## src/rtl/pe_bitvert_accum_pkg.sv

```systemverilog
// Shared constants, FSM state type and sign-extension helper for the bit-vertical PE.
package bitvert_pkg;

    localparam int ACT_WIDTH  = 8;
    localparam int VEC_LENGTH = 8;
    localparam int NUM_SEL    = 4;
    localparam int W_BITS     = 8;
    localparam int SEL_WIDTH  = 3;
    localparam int PSUM_WIDTH = 11;
    localparam int ACC_WIDTH  = 20;
    localparam int CNT_WIDTH  = 4;

    typedef enum logic [1:0] {
        ST_IDLE  = 2'd0,
        ST_ACCUM = 2'd1,
        ST_HOLD  = 2'd2
    } pe_state_t;

    function automatic logic [PSUM_WIDTH-1:0] sext_act(input logic [ACT_WIDTH-1:0] a);
        return {{(PSUM_WIDTH-ACT_WIDTH){a[ACT_WIDTH-1]}}, a};
    endfunction

endpackage

```

## src/rtl/pe_bitvert_accum_if.sv

```systemverilog
// Tile load, bit-plane and result handshake bundle between scheduler/consumer and the PE.
interface pe_bitvert_accum_if;
    import bitvert_pkg::*;

    logic                                  act_load;
    logic [VEC_LENGTH-1:0][ACT_WIDTH-1:0]  act_in;
    logic                                  act_ready;
    logic                                  plane_valid;
    logic [NUM_SEL-1:0][SEL_WIDTH-1:0]     sel;
    logic [NUM_SEL-1:0]                    val;
    logic                                  inv;
    logic [ACC_WIDTH-1:0]                  result;
    logic                                  result_valid;
    logic                                  result_ready;
    logic                                  plane_err;

    modport master (
        output act_load, act_in, plane_valid, sel, val, inv, result_ready,
        input  act_ready, result, result_valid, plane_err
    );

    modport slave (
        input  act_load, act_in, plane_valid, sel, val, inv, result_ready,
        output act_ready, result, result_valid, plane_err
    );

endinterface

```

## src/rtl/pe_bitvert_accum_plane_sum.sv

```systemverilog
// Combinational partial sum of one bit plane: gated lane mux, adder, optional invert (A - S).
// No state; the caller registers psum.
module bitvert_plane_sum
    import bitvert_pkg::*;
(
    input  logic [VEC_LENGTH-1:0][ACT_WIDTH-1:0] act,
    input  logic [PSUM_WIDTH-1:0]                asum,
    input  logic [NUM_SEL-1:0][SEL_WIDTH-1:0]    sel,
    input  logic [NUM_SEL-1:0]                   val,
    input  logic                                 inv,
    output logic [PSUM_WIDTH-1:0]                psum
);

    logic [PSUM_WIDTH-1:0] sel_sum;

    always_comb begin
        sel_sum = '0;
        for (int k = 0; k < NUM_SEL; k++) begin
            if (val[k]) begin
                sel_sum = sel_sum + sext_act(act[sel[k]]);
            end
        end
        // Inverted mask: the plane's set bits are every lane except the selected ones.
        psum = inv ? (asum - sel_sum) : sel_sum;
    end

endmodule

```

## src/rtl/pe_bitvert_accum.sv

```systemverilog
// Bit-serial dot-product PE: 8 weight planes MSB first, shift-accumulated into a signed result.
// result_valid rises 2 edges after the 8th plane; result held until result_ready, act_load may overlap release.
module pe_bitvert_accum
    import bitvert_pkg::*;
(
    input  logic                 clk,
    input  logic                 reset,
    pe_bitvert_accum_if.slave    pe
);

    localparam logic [CNT_WIDTH-1:0] W_BITS_C = CNT_WIDTH'(W_BITS);

    pe_state_t                            state_q, state_d;
    logic [CNT_WIDTH-1:0]                 in_cnt_q, in_cnt_d;
    logic [CNT_WIDTH-1:0]                 out_cnt_q, out_cnt_d;
    logic [ACC_WIDTH-1:0]                 acc_q, acc_d;
    logic [VEC_LENGTH-1:0][ACT_WIDTH-1:0] act_q, act_d;
    logic [PSUM_WIDTH-1:0]                asum_q, asum_d;
    logic [PSUM_WIDTH-1:0]                p_q, p_d;
    logic                                 p_vld_q, p_vld_d;
    logic [ACC_WIDTH-1:0]                 result_q, result_d;
    logic                                 plane_err_q, plane_err_d;

    logic                  act_ready;
    logic                  load;
    logic                  plane_acc;
    logic [PSUM_WIDTH-1:0] psum;
    logic [PSUM_WIDTH-1:0] load_sum;
    logic [ACC_WIDTH-1:0]  p_ext;

    bitvert_plane_sum u_plane_sum (
        .act  (act_q),
        .asum (asum_q),
        .sel  (pe.sel),
        .val  (pe.val),
        .inv  (pe.inv),
        .psum (psum)
    );

    always_comb begin
        state_d     = state_q;
        in_cnt_d    = in_cnt_q;
        out_cnt_d   = out_cnt_q;
        acc_d       = acc_q;
        act_d       = act_q;
        asum_d      = asum_q;
        p_d         = p_q;
        p_vld_d     = 1'b0;
        result_d    = result_q;
        plane_err_d = plane_err_q;

        load_sum = '0;
        for (int i = 0; i < VEC_LENGTH; i++) begin
            load_sum = load_sum + sext_act(pe.act_in[i]);
        end
        p_ext = {{(ACC_WIDTH-PSUM_WIDTH){p_q[PSUM_WIDTH-1]}}, p_q};

        act_ready = (state_q == ST_IDLE) || ((state_q == ST_HOLD) && pe.result_ready);
        load      = pe.act_load && act_ready;
        plane_acc = (state_q == ST_ACCUM) && pe.plane_valid && (in_cnt_q < W_BITS_C);

        if (pe.plane_valid && !plane_acc) begin
            plane_err_d = 1'b1;
        end

        if (plane_acc) begin
            p_d      = psum;
            p_vld_d  = 1'b1;
            in_cnt_d = in_cnt_q + 1'b1;
        end

        // First plane carries the weight sign bit, so it enters negated.
        if (p_vld_q) begin
            if (out_cnt_q == '0) begin
                acc_d = -p_ext;
            end else begin
                acc_d = {acc_q[ACC_WIDTH-2:0], 1'b0} + p_ext;
            end
            out_cnt_d = out_cnt_q + 1'b1;
        end

        case (state_q)
            ST_IDLE: ;
            ST_ACCUM: begin
                if (out_cnt_q == W_BITS_C) begin
                    state_d  = ST_HOLD;
                    result_d = acc_q;
                end
            end
            ST_HOLD: begin
                if (pe.result_ready) begin
                    state_d = ST_IDLE;
                end
            end
            default: state_d = ST_IDLE;
        endcase

        if (load) begin
            state_d   = ST_ACCUM;
            act_d     = pe.act_in;
            asum_d    = load_sum;
            in_cnt_d  = '0;
            out_cnt_d = '0;
            acc_d     = '0;
            p_vld_d   = 1'b0;
        end
    end

    always_ff @(posedge clk) begin
        if (reset) begin
            state_q     <= ST_IDLE;
            in_cnt_q    <= '0;
            out_cnt_q   <= '0;
            acc_q       <= '0;
            act_q       <= '0;
            asum_q      <= '0;
            p_q         <= '0;
            p_vld_q     <= 1'b0;
            result_q    <= '0;
            plane_err_q <= 1'b0;
        end else begin
            state_q     <= state_d;
            in_cnt_q    <= in_cnt_d;
            out_cnt_q   <= out_cnt_d;
            acc_q       <= acc_d;
            act_q       <= act_d;
            asum_q      <= asum_d;
            p_q         <= p_d;
            p_vld_q     <= p_vld_d;
            result_q    <= result_d;
            plane_err_q <= plane_err_d;
        end
    end

    assign pe.act_ready    = act_ready;
    assign pe.result       = result_q;
    assign pe.result_valid = (state_q == ST_HOLD);
    assign pe.plane_err    = plane_err_q;

endmodule

```

## src/flat_wrapper.sv

```systemverilog
// flat-port wrapper written by rule: the top's interface ports become plain ports
module pe_bitvert_accum_flat import bitvert_pkg::*;
  (clk, reset, pe_act_load, pe_act_in, pe_plane_valid, pe_sel, pe_val, pe_inv, pe_result_ready, pe_act_ready, pe_result, pe_result_valid, pe_plane_err);
  pe_bitvert_accum_if pe_i ();
  input  logic clk;
  input  logic reset;
  input wire logic [$bits(pe_i.act_load)-1:0] pe_act_load;
  input wire logic [$bits(pe_i.act_in)-1:0] pe_act_in;
  input wire logic [$bits(pe_i.plane_valid)-1:0] pe_plane_valid;
  input wire logic [$bits(pe_i.sel)-1:0] pe_sel;
  input wire logic [$bits(pe_i.val)-1:0] pe_val;
  input wire logic [$bits(pe_i.inv)-1:0] pe_inv;
  input wire logic [$bits(pe_i.result_ready)-1:0] pe_result_ready;
  output wire logic [$bits(pe_i.act_ready)-1:0] pe_act_ready;
  output wire logic [$bits(pe_i.result)-1:0] pe_result;
  output wire logic [$bits(pe_i.result_valid)-1:0] pe_result_valid;
  output wire logic [$bits(pe_i.plane_err)-1:0] pe_plane_err;
  assign pe_i.act_load = pe_act_load;
  assign pe_i.act_in = pe_act_in;
  assign pe_i.plane_valid = pe_plane_valid;
  assign pe_i.sel = pe_sel;
  assign pe_i.val = pe_val;
  assign pe_i.inv = pe_inv;
  assign pe_i.result_ready = pe_result_ready;
  assign pe_act_ready = pe_i.act_ready;
  assign pe_result = pe_i.result;
  assign pe_result_valid = pe_i.result_valid;
  assign pe_plane_err = pe_i.plane_err;
  pe_bitvert_accum u_core (.clk(clk), .reset(reset), .pe(pe_i));
endmodule
```

## config.mk

```make
export PLATFORM = sky130hd
export DESIGN_NAME = pe_bitvert_accum_flat
export DESIGN_NICKNAME = d
export VERILOG_FILES = /design/src/rtl/pe_bitvert_accum_pkg.sv /design/src/rtl/pe_bitvert_accum_if.sv /design/src/rtl/pe_bitvert_accum_plane_sum.sv /design/src/rtl/pe_bitvert_accum.sv /design/src/flat_wrapper.sv
export SDC_FILE = /design/constraint.sdc
export NUM_CORES = 1
export LEC_CHECK = 0
export CAP_MARGIN = 20
export CORE_MARGIN = 1.5
export CORE_UTILIZATION = 36
export DETAILED_ROUTE_END_ITERATION = 8
export GPL_TIMING_DRIVEN = 0
export HOLD_SLACK_MARGIN = 0.12
export PLACE_DENSITY = 0.5
export SYNTH_ARGS = -nofsm -noshare
export SYNTH_HDL_FRONTEND = slang
export SYNTH_SLANG_ARGS = --single-unit
```

## constraint.sdc

```tcl
create_clock -name clk -period 14.2 [get_ports clk]
set_clock_uncertainty 0.05 [all_clocks]
set_input_delay 2.13 -clock clk [delete_from_list [all_inputs] [get_ports clk]]
set_output_delay 2.13 -clock clk [all_outputs]
set_load 0.01 [all_outputs]
```

==> run_results.csv, run 1 <==
group,metric,value,unit
yosys,synth_top_area_cell,"dfxtp_1",
cells_and_area,final_cell_mix,"241 x nand2_1, 158 x a21oi_1, 138 x dfxtp_1",
floorplan,die_x,182,um
placed_design,gp_congestion,0.854,
cts,cts_resized,0,
global_route,first_global_vias,9571,
placed_design,port-buffer-count,96,
global_route,grt_pass1_wl,55.0,mm
detailed_routing,via_per_inst,5.39,
cells_and_area,drive_gt1_frac,0.0978,
sta,fmax,0.104,GHz
sta,setup_viol,0,
cts,htreeDepth,4,
worst_setup_path,endpoint_kind,"flop",
detailed_routing,route.vias.total,9998,
worst_setup_path,critPathMaxStageDelay,0.73,ns
cells_and_area,layout_commonest_cell,"nand2_1",
floorplan,start_util,0.365,
global_route,grt_max_degree,17,
cts,clock_latency,0.44,ns
yosys,synth_simple_gate_area_frac,0.159,
sta,hold_violations,0,
yosys,synthTopCellsByArea,"dfxtp_1 24%, mux4_2 12%, ha_1 8.7%",
yosys,synthesis.nets,1537,
worst_setup_path,cpMostUsedCell,"ha_1",
flow_run,drv_cap,0,
floorplan,pin_count,109,
cells_and_area,regArea,2760,sq um
cells_and_area,area_growth,17.8,%
worst_setup_path,crit_required,14.43,ns
yosys,synthAdderAreaFrac,0.171,
floorplan,fp.dieH,182,um
sta,worst_pin_slew,0.882,ns
yosys,yosysWarningCount,0,
global_route,antenna_found_initial,0,
cts,clockRootBuffer,"clkbuf_16",
worst_setup_path,cp-start-kind,"input port",
placed_design,post-dp-hpwl,29.2,mm
min_path,hold_path.class,"flop to flop",
sta,slew_headroom,0.412,
global_route,grt.total_usage,0.219,
sta,fin_crit_sh,0.680,
detailed_routing,drc_errors,0,
sta,holdWs,0.402,ns
yosys,synth_mux_area_frac,0.165,
cells_and_area,diodes,0,
detailed_routing,dr.pass1.iters,5,
floorplan,rows,65,
cts,cts_setup_buffers,0,
worst_setup_path,crit_slowest_cell,"buf_1",
yosys,synth_top_family_by_area,"adder cells",
detailed_routing,routed_wirelength,35.4,mm
cts,cts.sinks,138,
worst_setup_path,path_max_fanout,10,
sta,fin_setup_tns,0,ns
floorplan,die-area,33000,sq um
global_route,overflow,0,
worst_setup_path,worstPathArrival,9.89,ns
cts,numCtsBuffers,17,
cts,cts_hold_buf,0,
pwr,power,1.65,mW
cts,clockBufferDepth,2,
detailed_routing,drt-wirelength-per-cell,19.1,um
cells_and_area,final_nets,1653,
pwr,power.leakage,5.43,nW
status,status,"finished, final reports clean",
pwr,ir_drop,130,uV
yosys,synth_edf_count,0,
yosys,synth_xor_area_frac,0.0533,
yosys,synth-compound-area-share,0.164,
sta,period_needed,9.66,ns
worst_setup_path,crit_type,"input port to flop",
yosys,synth_top_area_frac,0.240,
yosys,ys_seq_area_frac,0.240,
cells_and_area,layout.cells.non_filler,1854,
yosys,synthCells,1323,
cells_and_area,multi_input_comb_area,8200,sq um
cts,tritoncts,"done",
yosys,synth_ff_type,"dfxtp_1",
sta,rsz0062_at_grt,"false",
sta,final_max_slew_viol_count,0,
floorplan,coreArea,31500,sq um
yosys,ys_ff_latch,138,
detailed_routing,ant_nets,0,
yosys,avgSynthCellArea,8.69,sq um
cells_and_area,fill_cells,3204,
yosys,synth.distinct_cells,64,
detailed_routing,drtIter0Drc,583,
placed_design,placedCellCount,1821,
pwr,p_per_area,122,nW/um^2
yosys,ys_async_sr_fraction,0,
cts,clk_pin_slew,0.06,ns
yosys,synth.cell_area,11500,sq um
## layout make-up
class | count | area share
multi-input combinational | 1046 | 0.605
sequential | 138 | 0.204
timing repair buffer | 97 | 0.0715
tap | 402 | 0.0371
clock buffer | 18 | 0.0324
buffer | 70 | 0.0205
inverter | 69 | 0.0191
clock inverter | 14 | 0.0102
## cells by family (layout without fill, tap and decap cells)
| family | Yosys count | in the layout |
|---|---|---|
| simple gates | 423 | 423 |
| compound gates | 319 | 319 |
| buf+inv | 139 | 268 |
| xor+xnor | 70 | 70 |
| mux | 106 | 106 |
| flops | 138 | 138 |
| fa+ha+maj | 128 | 128 |
## path summary, 6_finish.rpt
check,from,end,slack [ns],cells after the start
min,u_core.pe.result[11]$_SDFFE_PP0P_,u_core.pe.result[11]$_SDFFE_PP0P_,0.40,2
max,pe_sel[3],u_core.p_q[10]$_SDFFE_PP0P_,4.54,33
min reg2reg,u_core.pe.result[11]$_SDFFE_PP0P_,u_core.pe.result[11]$_SDFFE_PP0P_,0.40,2
max reg2reg,u_core.act_q[57]$_SDFFE_PP0P_,u_core.p_q[10]$_SDFFE_PP0P_,7.11,31
## per-stage QoR
step	util	instance area (sq um)	setup slack, ns
CTS	0.430	13500	4.38
floorplan	-	11500	5.27
finish	0.430	13500	4.54
global route	0.430	13500	3.74
global placement	0.412	13000	4.00
detailed placement	0.412	13000	3.96
## cells in the mapped netlist, drive strengths merged, types with 12 or more instances
library cell    n
a21o           18
a21oi         158
buf            12
clkbuf         58
dfxtp         138
fa             48
ha             80
inv            68
mux2           27
mux2i          15
mux4           64
nand2         241
nor2           87
nor2b          16
nor3           17
o21ai          61
xnor2          49
xor2           21
## registers in the layout (all words and copies together) (netlist names)
signal / cells
u_core.p_vld_q: 1
u_core.pe.plane_err: 1
u_core.acc_q: 20
u_core.pe.result: 20
u_core.act_q: 64
u_core.state_q: 2
u_core.asum_q: 11
u_core.p_q: 11
u_core.in_cnt_q: 4
u_core.out_cnt_q: 4
## power by group
part           total (mW)  switching (mW)  internal [mW]
sequential          0.451          0.0382          0.413
combinational       0.755           0.404          0.351
clock               0.440           0.190          0.250
total                1.65           0.633           1.01
## critical path: cells and delay by family
| kind | cells | cell delay (ns) |
|---|---|---|
| simple gates | 4 | 0.33 |
| fa+ha+maj | 5 | 1.53 |
| xor+xnor | 6 | 1.02 |
| buf+inv | 3 | 1.30 |
| compound gates | 13 | 2.65 |
| mux | 2 | 0.88 |
## routing by layer
layer,global-route usage,wire (um)
met5,0,0
met4,0.0693,891
met3,0.0357,1960
met2,0.335,15600
met1,0.314,17000
Power figures use the tool's default switching activity.
==> inputs of run 2 (changes only) <==
--- a/config.mk
+++ b/config.mk
@@ -11,7 +11,7 @@
 export DETAILED_ROUTE_END_ITERATION = 8
 export GPL_TIMING_DRIVEN = 0
 export HOLD_SLACK_MARGIN = 0.12
-export PLACE_DENSITY = 0.5
+export PLACE_DENSITY = 0.52
 export SYNTH_ARGS = -nofsm -noshare
 export SYNTH_HDL_FRONTEND = slang
 export SYNTH_SLANG_ARGS = --single-unit
==> constraint.sdc (replaced) <==
create_clock -name clk -period 8.1 [get_ports clk]
set_clock_uncertainty 0.05 [all_clocks]
set_input_delay 1.215 -clock clk [delete_from_list [all_inputs] [get_ports clk]]
set_output_delay 1.215 -clock clk [all_outputs]
set_load 0.01 [all_outputs]
==> run_results.csv, run 2 (synthesis results as in run 1) <==
group,metric,value,unit
cells_and_area,fin_util,0.435,
sta,final_max_slew_viol_count,0,
sta,worst_pin_slew,0.832,ns
global_route,grt.total_usage,0.217,
placed_design,dp_slack,-1.19,ns
global_route,grt_pass1_wl,54.4,mm
global_route,antenna_found_initial,0,
global_route,first_global_vias,9659,
placed_design,post-dp-hpwl,28.5,mm
floorplan,die_x,182,um
floorplan,start_util,0.365,
cts,tritoncts,"done",
cells_and_area,final_cell_mix,"241 x nand2_1, 155 x a21oi_1, 138 x dfxtp_1",
cts,numCtsBuffers,17,
cts,cts_hold_buf,0,
sta,fin_crit_sh,0.945,
cells_and_area,drive_gt1_frac,0.111,
cts,htreeDepth,4,
cts,clockBufferDepth,2,
worst_setup_path,cp-start-kind,"input port",
global_route,overflow,0,
sta,holdWs,0.399,ns
worst_setup_path,critPathMaxStageDelay,0.53,ns
floorplan,fp.dieH,182,um
floorplan,coreArea,31500,sq um
detailed_routing,route.vias.total,10100,
pwr,p_per_area,215,nW/um^2
worst_setup_path,ff2ff_setup_slack,1.22,ns
pwr,p_sw,1.09,mW
sta,hold_violations,0,
sta,fin_ws,0.445,ns
flow_run,drv_cap,0,
pwr,clock_power_share,0.275,
detailed_routing,drt-wirelength-per-cell,18.8,um
sta,period_needed,7.66,ns
floorplan,pin_count,109,
worst_setup_path,path_max_fanout,10,
cells_and_area,area_growth,19.1,%
detailed_routing,ant_nets,0,
placed_design,port-buffer-count,96,
detailed_routing,drc_errors,0,
cells_and_area,largest_reg_flops,64,
worst_setup_path,worstPathArrival,7.90,ns
cells_and_area,layout_commonest_cell,"nand2_1",
status,status,"finished, final reports clean",
cts,clockRootBuffer,"clkbuf_16",
worst_setup_path,crit_slowest_cell,"mux4_2",
pwr,power.leakage,5.49,nW
cts,clk_pin_slew,0.07,ns
cts,cts.sinks,138,
cells_and_area,final_nets,1656,
pwr,internal_power,1.86,mW
sta,fmax,0.131,GHz
floorplan,rows,65,
pwr,seqPwrFrac,0.267,
worst_setup_path,endpoint_kind,"flop",
worst_setup_path,cpMostUsedCell,"ha_1",
global_route,grt_max_degree,17,
cells_and_area,top_register,"u_core.act_q",
sta,setup_viol,0,
detailed_routing,drtIter0Drc,635,
worst_setup_path,crit_required,8.34,ns
floorplan,die-area,33000,sq um
cells_and_area,diodes,0,
detailed_routing,via_per_inst,5.44,
worst_setup_path,crit_type,"input port to flop",
min_path,hold_path.class,"flop to flop",
sta,slew_headroom,0.441,
pwr,switching_share,0.370,
detailed_routing,routed_wirelength,34.9,mm
pwr,ir_drop,294,uV
placed_design,gp_congestion,0.865,
pwr,p_comb_frac,0.457,
detailed_routing,dr.pass1.iters,5,
cts,clock_latency,0.44,ns
==> run 2: changes by cell type in the layout (fill, tap and decap cells not counted), moves of 3 or more <==
cell      change
inv_6         -4
clkbuf_2      +4
a21oi_1       -3
a21oi_2       +3
buf_4         +3
==> run 2: worst max-delay path, delay by kind of cell <==
kind / cells / cell delay, ns
and+or+nand+nor: 11 / 1.62
buffers and inverters: 3 / 0.38
xor gates and xnor gates: 6 / 1.04
adders and majority gates: 4 / 1.19
AOI/OAI and AO/OA: 7 / 1.60
muxes: 2 / 0.83
==> run 2: cell type report <==
cell class,count,area (sq um)
timing repair buffer,100,988
fill,3143,17800
clock buffer,22,464
buffer,70,308
clock inverter,9,140
sequential,138,2760
multi-input combinational,1046,8270
inverter,69,259
tap,402,503
==> run 2: what timing repair did <==
item	4_1_cts	5_1_grt
setup buffers	0	3
pin swaps	0	2
endpoints found under the setup margin	2	2
cloned	0	0
gates resized for setup	10	30
==> run 2: final timing paths <==
| check | to | from | cells after the start |
|---|---|---|---|
| worst min-delay path | u_core.pe.result[12]$_SDFFE_PP0P_ | u_core.pe.result[12]$_SDFFE_PP0P_ | 2 |
| worst max-delay path | u_core.p_q[10]$_SDFFE_PP0P_ | pe_sel[0] | 33 |
| worst max register to register | u_core.p_q[10]$_SDFFE_PP0P_ | u_core.act_q[49]$_SDFFE_PP0P_ | 31 |
| worst min register to register | u_core.pe.result[12]$_SDFFE_PP0P_ | u_core.pe.result[12]$_SDFFE_PP0P_ | 2 |
==> run 2: power groups by stage <==
| stage | clock [mW] | sequential [mW] | combinational, mW |
|---|---|---|---|
| 6_report | 0.812 | 0.788 | 1.35 |
| 5_1_grt | 0.859 | 0.792 | 1.52 |
| 4_1_cts | 0.825 | 0.784 | 1.35 |
| 3_5_place_dp | 0 | 0.799 | 1.34 |
| 3_3_place_gp | 0 | 0.798 | 1.33 |
| 2_1_floorplan | 0 | 0.768 | 1.02 |
==> run 2: layer usage <==
layer,wire length (um),part of all wire,up-vias,track usage
met5,0,0,-,0
met4,625,0.018,0,0.0623
met3,1910,0.055,34,0.0361
met2,15900,0.46,287,0.344
met1,16500,0.47,4843,0.304
li1,-,-,4931,-
==> run 2: stage by stage <==
step	instance area (sq um)	cells	power, mW	TNS [ns]
floorplan	11500	1323	1.78	0
global placement	13000	1821	2.13	-2.29
detailed placement	13000	1821	2.14	-2.66
CTS	13600	1852	2.96	0
global route	13700	1856	3.17	-0.0000524
finish	13700	1856	2.95	0
